**src/rtl/uart_rx.sv**
```systemverilog
// uart_rx: 16x-oversampled UART receiver (idle high, start low, MSB-first
// data, one stop bit high). Each good byte is presented on dout together with
// a one-cycle valid strobe; a low stop bit raises a one-cycle frame_err.
//
// Ports:
//   clk       in   system clock, rising edge
//   rst_n     in   asynchronous active-low reset
//   din       in   serial line, asynchronous to clk, idles high
//   dout      out  last correctly received byte
//   valid     out  one-cycle pulse, dout newly updated
//   frame_err out  one-cycle pulse, stop bit sampled low
//   busy      out  high while a frame is in START, DATA or STOP
`timescale 1ns/1ps
module uart_rx #(
  parameter int unsigned OVERSAMPLE = 16,
  parameter int unsigned DATA_BITS  = 8
) (
  input  logic                 clk,
  input  logic                 rst_n,
  input  logic                 din,
  output logic [DATA_BITS-1:0] dout,
  output logic                 valid,
  output logic                 frame_err,
  output logic                 busy
);

  localparam int unsigned CNT_W = $clog2(OVERSAMPLE);
  localparam int unsigned BIT_W = $clog2(DATA_BITS + 1);

  localparam logic [CNT_W-1:0] CNT_HALF = CNT_W'(OVERSAMPLE / 2 - 1);
  localparam logic [CNT_W-1:0] CNT_LAST = CNT_W'(OVERSAMPLE - 1);
  localparam logic [BIT_W-1:0] BIT_LAST = BIT_W'(DATA_BITS - 1);

  typedef enum logic [2:0] {
    S_IDLE  = 3'd0,
    S_START = 3'd1,
    S_DATA  = 3'd2,
    S_STOP  = 3'd3,
    S_BREAK = 3'd4
  } state_t;

  state_t               r_state;
  logic [1:0]           r_sync;
  logic [CNT_W-1:0]     r_cnt;
  logic [BIT_W-1:0]     r_bitcnt;
  logic [DATA_BITS-1:0] r_shift;
  logic [DATA_BITS-1:0] r_dout;
  logic                 r_valid;
  logic                 r_frame_err;
  logic                 r_busy;
  logic                 w_din_s;

  // Two-flop synchronizer; reset to the idle (high) line level
  always_ff @(posedge clk or negedge rst_n) begin
    if (!rst_n) begin
      r_sync <= 2'b11;
    end else begin
      r_sync <= {r_sync[0], din};
    end
  end

  assign w_din_s = r_sync[1];

  // Receive FSM with registered strobes; busy is updated on the same edge as
  // the state so it tracks START/DATA/STOP exactly
  always_ff @(posedge clk or negedge rst_n) begin
    if (!rst_n) begin
      r_state     <= S_IDLE;
      r_cnt       <= '0;
      r_bitcnt    <= '0;
      r_shift     <= '0;
      r_dout      <= '0;
      r_valid     <= 1'b0;
      r_frame_err <= 1'b0;
      r_busy      <= 1'b0;
    end else begin
      r_valid     <= 1'b0;
      r_frame_err <= 1'b0;
      case (r_state)
        S_IDLE: begin
          if (!w_din_s) begin
            r_state <= S_START;
            r_cnt   <= '0;
            r_busy  <= 1'b1;
          end
        end
        S_START: begin
          r_cnt <= r_cnt + CNT_W'(1);
          // Mid start bit: confirm the line is still low, else it was a glitch
          if (r_cnt == CNT_HALF) begin
            if (!w_din_s) begin
              r_state  <= S_DATA;
              r_cnt    <= '0;
              r_bitcnt <= '0;
            end else begin
              r_state <= S_IDLE;
              r_busy  <= 1'b0;
            end
          end
        end
        S_DATA: begin
          // Counter wraps naturally at OVERSAMPLE-1 (power of two)
          r_cnt <= r_cnt + CNT_W'(1);
          if (r_cnt == CNT_LAST) begin
            r_shift  <= {r_shift[DATA_BITS-2:0], w_din_s};
            r_bitcnt <= r_bitcnt + BIT_W'(1);
            if (r_bitcnt == BIT_LAST) begin
              r_state <= S_STOP;
              r_cnt   <= '0;
            end
          end
        end
        S_STOP: begin
          r_cnt <= r_cnt + CNT_W'(1);
          if (r_cnt == CNT_LAST) begin
            r_busy <= 1'b0;
            if (w_din_s) begin
              r_dout  <= r_shift;
              r_valid <= 1'b1;
              r_state <= S_IDLE;
            end else begin
              r_frame_err <= 1'b1;
              r_state     <= S_BREAK;
            end
          end
        end
        S_BREAK: begin
          // Held-low line: wait for release without re-arming start detection
          if (w_din_s) begin
            r_state <= S_IDLE;
          end
        end
        default: begin
          r_state <= S_IDLE;
          r_busy  <= 1'b0;
        end
      endcase
    end
  end

  assign dout      = r_dout;
  assign valid     = r_valid;
  assign frame_err = r_frame_err;
  assign busy      = r_busy;

endmodule

```
**config.mk**
```make
export PLATFORM = sky130hd
export DESIGN_NAME = uart_rx
export DESIGN_NICKNAME = d
export VERILOG_FILES = /design/src/rtl/uart_rx.sv
export SDC_FILE = /design/constraint.sdc
export NUM_CORES = 1
export LEC_CHECK = 0
export ABC_AREA = 1
export CAP_MARGIN = 20
export CORE_MARGIN = 2
export CORE_UTILIZATION = 55
export DETAILED_ROUTE_END_ITERATION = 7
export PLACE_DENSITY_LB_ADDON = 0.12
export SYNTH_ARGS = -nofsm -noshare
export SYNTH_HDL_FRONTEND = slang
export SYNTH_SLANG_ARGS = --single-unit
```
**constraint.sdc**
```tcl
create_clock -name clk -period 2.8 [get_ports clk]
set_clock_uncertainty 0.15 [all_clocks]
set_input_delay 0.56 -clock clk [delete_from_list [all_inputs] [get_ports clk]]
set_output_delay 0.56 -clock clk [all_outputs]
set_load 0.01 [all_outputs]
```
# == Yosys cells after proc, flatten, opt, wreduce, memory -nomap -nowiden ==
# Index checks and enable logic that the tools add are counted.
# classes
eq_ne,15
n_addsub,2
n_mux,29
reduce_logical,10
bitwise_logic,1
# op_table
cell,count
$mux W4,7
$mux W3,7
$ne A2 B2 Y1 const B,8
$pmux W4 S4,1
$pmux W3 S5,1
$mux W1,10
$add A4 B1 Y4 const B,2
$eq A4 B3 Y1 const B,2
$pmux W4 S2,1
$eq A3 B2 Y1 const B,2
$reduce_and A6 Y1,1
$reduce_and A5 Y1,1
$eq A4 B4 Y1 const B,1
$pmux W1 S4,1
$reduce_and A2 Y1,2
$reduce_and A4 Y1,1
$reduce_bool A4 Y1,1
$eq A3 B1 Y1 const B,1
$eq A3 B3 Y1 const B,1
$logic_not A3 Y1,1
$reduce_and A3 Y1,1
$mux W2,1
$reduce_bool A2 Y1,1
$reduce_or A2 Y1,1
$not A1 Y1,1
# totals
ff_bits,32
input_bits,3
output_inout_bits,11

# == Depth between registers and ports, before layout ==
# logic_depth
ltp_word,4
mapped_depth,8
mapped_depth_nobuf,8

# == Worst setup path after synthesis ==
# OpenSTA, ideal clock, no wires.
# synth_path
path_kind,register to register
from,reg r_cnt[0]
to,reg r_state[1]
setup_slack_ps,1295
t_required_ps,2533
stages_incl_launch_ff,9
path_buffers,0
t_arrival_ps,1238
cell_sequence,dfrtp_1 > ha_1 > nand2_1 > nor2_2 > nor2_1 > nor2_1 > nand3_1 > nand2_1 > nand2_1
# synth_between
elab_chain_len,3
elab_cells_between_ends,6
classes_between,5 x eq/ne; 1 x reduce/logical
# synth_lines
item,line_no,source
from (decl),44,logic [CNT_W-1:0] r_cnt;
from (signal assigned),88,r_cnt <= r_cnt + CNT_W'(1);
from (signal assigned),103,r_cnt <= r_cnt + CNT_W'(1);
from (signal assigned),114,r_cnt <= r_cnt + CNT_W'(1);
$eq A4 B4 Y1 or $eq A4 B3 Y1 (tied branches),"104, 115, 90",
$ne A2 B2 Y1 (no line),n/a,
$reduce_and A6 Y1 (no line) *,n/a,
to (signal assigned),108,r_state <= S_STOP;
to (signal assigned),120,r_state <= S_IDLE;
to (signal assigned),123,r_state <= S_BREAK;
to (decl),42,state_t r_state;
# Mark *: on every way between the ends. The rest lies on a longest branch, timed or not.
# A chain may end at the register's enable or synchronous reset.

# == Worst setup path in the final report ==
# layout_path
from,reg r_dout[3] (netlist: dout[3])
to,out dout[3]
# layout_rtl
item,line_no,source
from (decl),47,logic [DATA_BITS-1:0] r_dout;
from (signal assigned),118,r_dout <= r_shift;
to (decl),21,"output logic [DATA_BITS-1:0] dout,"
# No word-level cell between the ends.

==> results.tsv <==
stage	metric	value	unit
outcome	status	complete, no violations	
clocking	clock sinks	32	
setup_path	Crit Reg-Reg Endpoint	r_state[1]	
sta	fin crit period	1980	ps
setup_path	Worst setup SP type	flip-flop	
setup_path	crit-path cells	clkdlybuf4s50_1	
worst_hold_path	worst hold path type	reg -> reg	
drt	first-pass iteration count of the detailed router	4	
floorplan	row count	19	
sta	setup TNS	0	ps
clocking	total CTS buffers	5	
setup_path	R2R cell count	8	
clocking	total setup buffers inserted after CTS	0	
place	gpl congestion	0.866	
job	max-cap viol count	0	
clocking	Worst-path clk slew	100	ps
worst_hold_path	worst hold start	r_sync[0]	
setup_path	R2R setup slack	1050	ps
setup_path	crit end category	output pin	
setup_path	slowest cell delay on critical path	550	ps
setup_path	Crit path arrival time	1270	ps
final_layout	most frequent cells in the layout	nand2_1, dfrtp_1, inv_1	
final_layout	share of cells above drive strength 1	15.6	%
place	dpl hpwl	2.03	mm
global_route	GRT overflow	0	
drt	via/cell ratio	5.35	
clocking	CTS tree	done	
floorplan	Die X	56.9	um
worst_hold_path	Hold Crit Endpoint	r_sync[1]	
setup_path	Critical Path Fanout Max	2	
drt	total number of vias	1194	
global_route	pin count of the biggest net entering global routing	33	
power_and_ir_drop	Tot Pwr	1.22	mW
clocking	Clock Path Buffers	2	
final_layout	number of diodes	0	
place	IO buf count	13	
setup_path	Crit. Startpoint	dout[3]	
synth	Cells after Synth	172	
sta	endpoints failing setup	0	
floorplan	Die Ht	56.9	um
setup_path	Data required, critical path	2090	ps
final_layout	area of the multi-input gates	632	um^2
final_layout	Area Growth Syn to Fin	13.3	%
final_layout	# nets final	196	
setup_path	slowest CP cell	clkdlybuf4s50_1	
clocking	post-cts resize count	0	
synth	Yosys warning total	0	
sta	Fin. Hold Viols	0	
synth	Distinct cells, synth	25	
sta	fmax	505	MHz
synth	post-synth design cell area	1540	um^2
clocking	Worst-Skew Late Latency	330	ps
global_route	vias in the first global route	1191	
drt	drt total wl	2.86	mm
sta	Relative slew margins	73.3	%
global_route	global-route wire length before repair	5.08	mm
synth	Avg Inst Size Synth	8.95	um^2
sta	max-slew violation count	0	
setup_path	WS Path Type	reg -> out	
final_layout	final cell count without fillers	223	
power_and_ir_drop	Peak VDD IR	0.557	mV
global_route	met2 Usage GRT	33.3	%
sta	Final WS setup	820	ps
clocking	# hold bufs at CTS	0	
synth	number of synthesized register bits	32	
sta	Final period util	70.7	%
global_route	Most Crowded Layer GR	met2	
clocking	number of H-tree levels	2	
global_route	antenna violations before repair	0	
drt	ANT nets after route	0	
global_route	GR Util met3	5.07	%
synth	sequential area share after synthesis	52.2	%
worst_hold_path	hold depth	0	
sta	RSZ-0062 raised after global routing	false	
setup_path	origin of the critical flop-to-flop path	r_cnt[0]	
drt	DRT iter0 DRCs	49	
final_layout	commonest non-fill, non-tap cell in the layout	nand2_1	
global_route	GRT Total Usage	20.8	%
place	placed insts	215	
power_and_ir_drop	P_leak	0.830	nW
clocking	clk root buf	clkbuf_4	
setup_path	CP bufs+invs	1	
setup_path	delay-heaviest family, CP	buffers and inverters	
final_layout	FILL cells	236	
final_layout	FF+latch area	803	um^2
drt	drc violations	0	
drt	DR WL/cell	12.8	um
floorplan	starting density of the core	56.8	%
sta	Tightest Pin Transition	401	ps
global_route	met1 Resource Use GR	25.6	%
floorplan	Core Region	2710	um^2
place	pre-CTS WS	1120	ps
floorplan	IO Count	14	
floorplan	DIE AREA	3240	um^2
synth	Syn Nets	177	
power_and_ir_drop	pwr dens	699	nW/um^2
## layer usage
layer,share of wire (%),up-vias
li1,-,590
met1,44,557
met2,49,40
met3,5.2,7
met4,1.9,0
met5,0,-
## power breakdown
part           total [mW]  leakage [nW]  internal [mW]  switching, mW
clock network       0.250        0.0293         0.0977          0.153
registers           0.577         0.431          0.512         0.0643
logic               0.392         0.370          0.137          0.255
total                1.22         0.830          0.747          0.472
## cell type report
type | instances | area share (%)
Clock buffer | 7 | 2.58
Clock inverter | 1 | 0.287
Inverter | 21 | 4.67
Multi-Input combinational cell | 117 | 36.3
Sequential cell | 32 | 46.1
Tap cell | 31 | 2.23
Timing Repair Buffer | 14 | 7.90
## Yosys cell counts, drive strengths merged
library cell  instances  area, um^2
dfstp                 2        52.6
nand4                 2        12.5
nor2                 17        92.6
dfrtp                30         751
nand3                16         103
buf                   2        22.5
xor2                  2        17.5
a21oi                 3        15.0
o21bai                1        7.51
ha                    2        25.0
xnor2                 1        8.76
o32ai                 1        8.76
o211ai                1        7.51
nand2                51         196
inv                  21        81.3
o21ai                20         138
## kinds of logic after synthesis
group                      share of synthesized area, %
and+or+nand+nor                                    26.3
DFF                                                52.2
AOI/OAI and AO/OA                                  11.5
buffers and inverters                              6.75
xor gates and xnor gates                           1.71
adders and majority gates                          1.63
## flip-flops by register name, indices dropped and copies added (netlist names)
signal     cells
r_shift        8
busy           1
r_cnt          4
r_bitcnt       4
valid          1
dout           8
frame_err      1
r_sync         2
r_state        3
## worst max path at each step
stage | to | slack [ps] | cells after the start
6_report | dout[3] | 820 | 1
5_1_grt | dout[3] | 780 | 1
4_1_cts | dout[3] | 800 | 1
3_5_place_dp | r_state[1] | 1120 | 8
3_3_place_gp | r_state[1] | 1170 | 8
2_1_floorplan | r_state[1] | 1290 | 8
## stage by stage
step,cell area [um^2],hold slack (ps),utilization [%]
2_1_floorplan,1540,114,-
3_3_place_gp,1690,196,62.5
3_5_place_dp,1690,198,62.5
4_1_cts,1740,220,64.3
5_1_grt,1740,225,64.3
6_report,1740,215,64.3
Power figures use the tool's default switching activity.
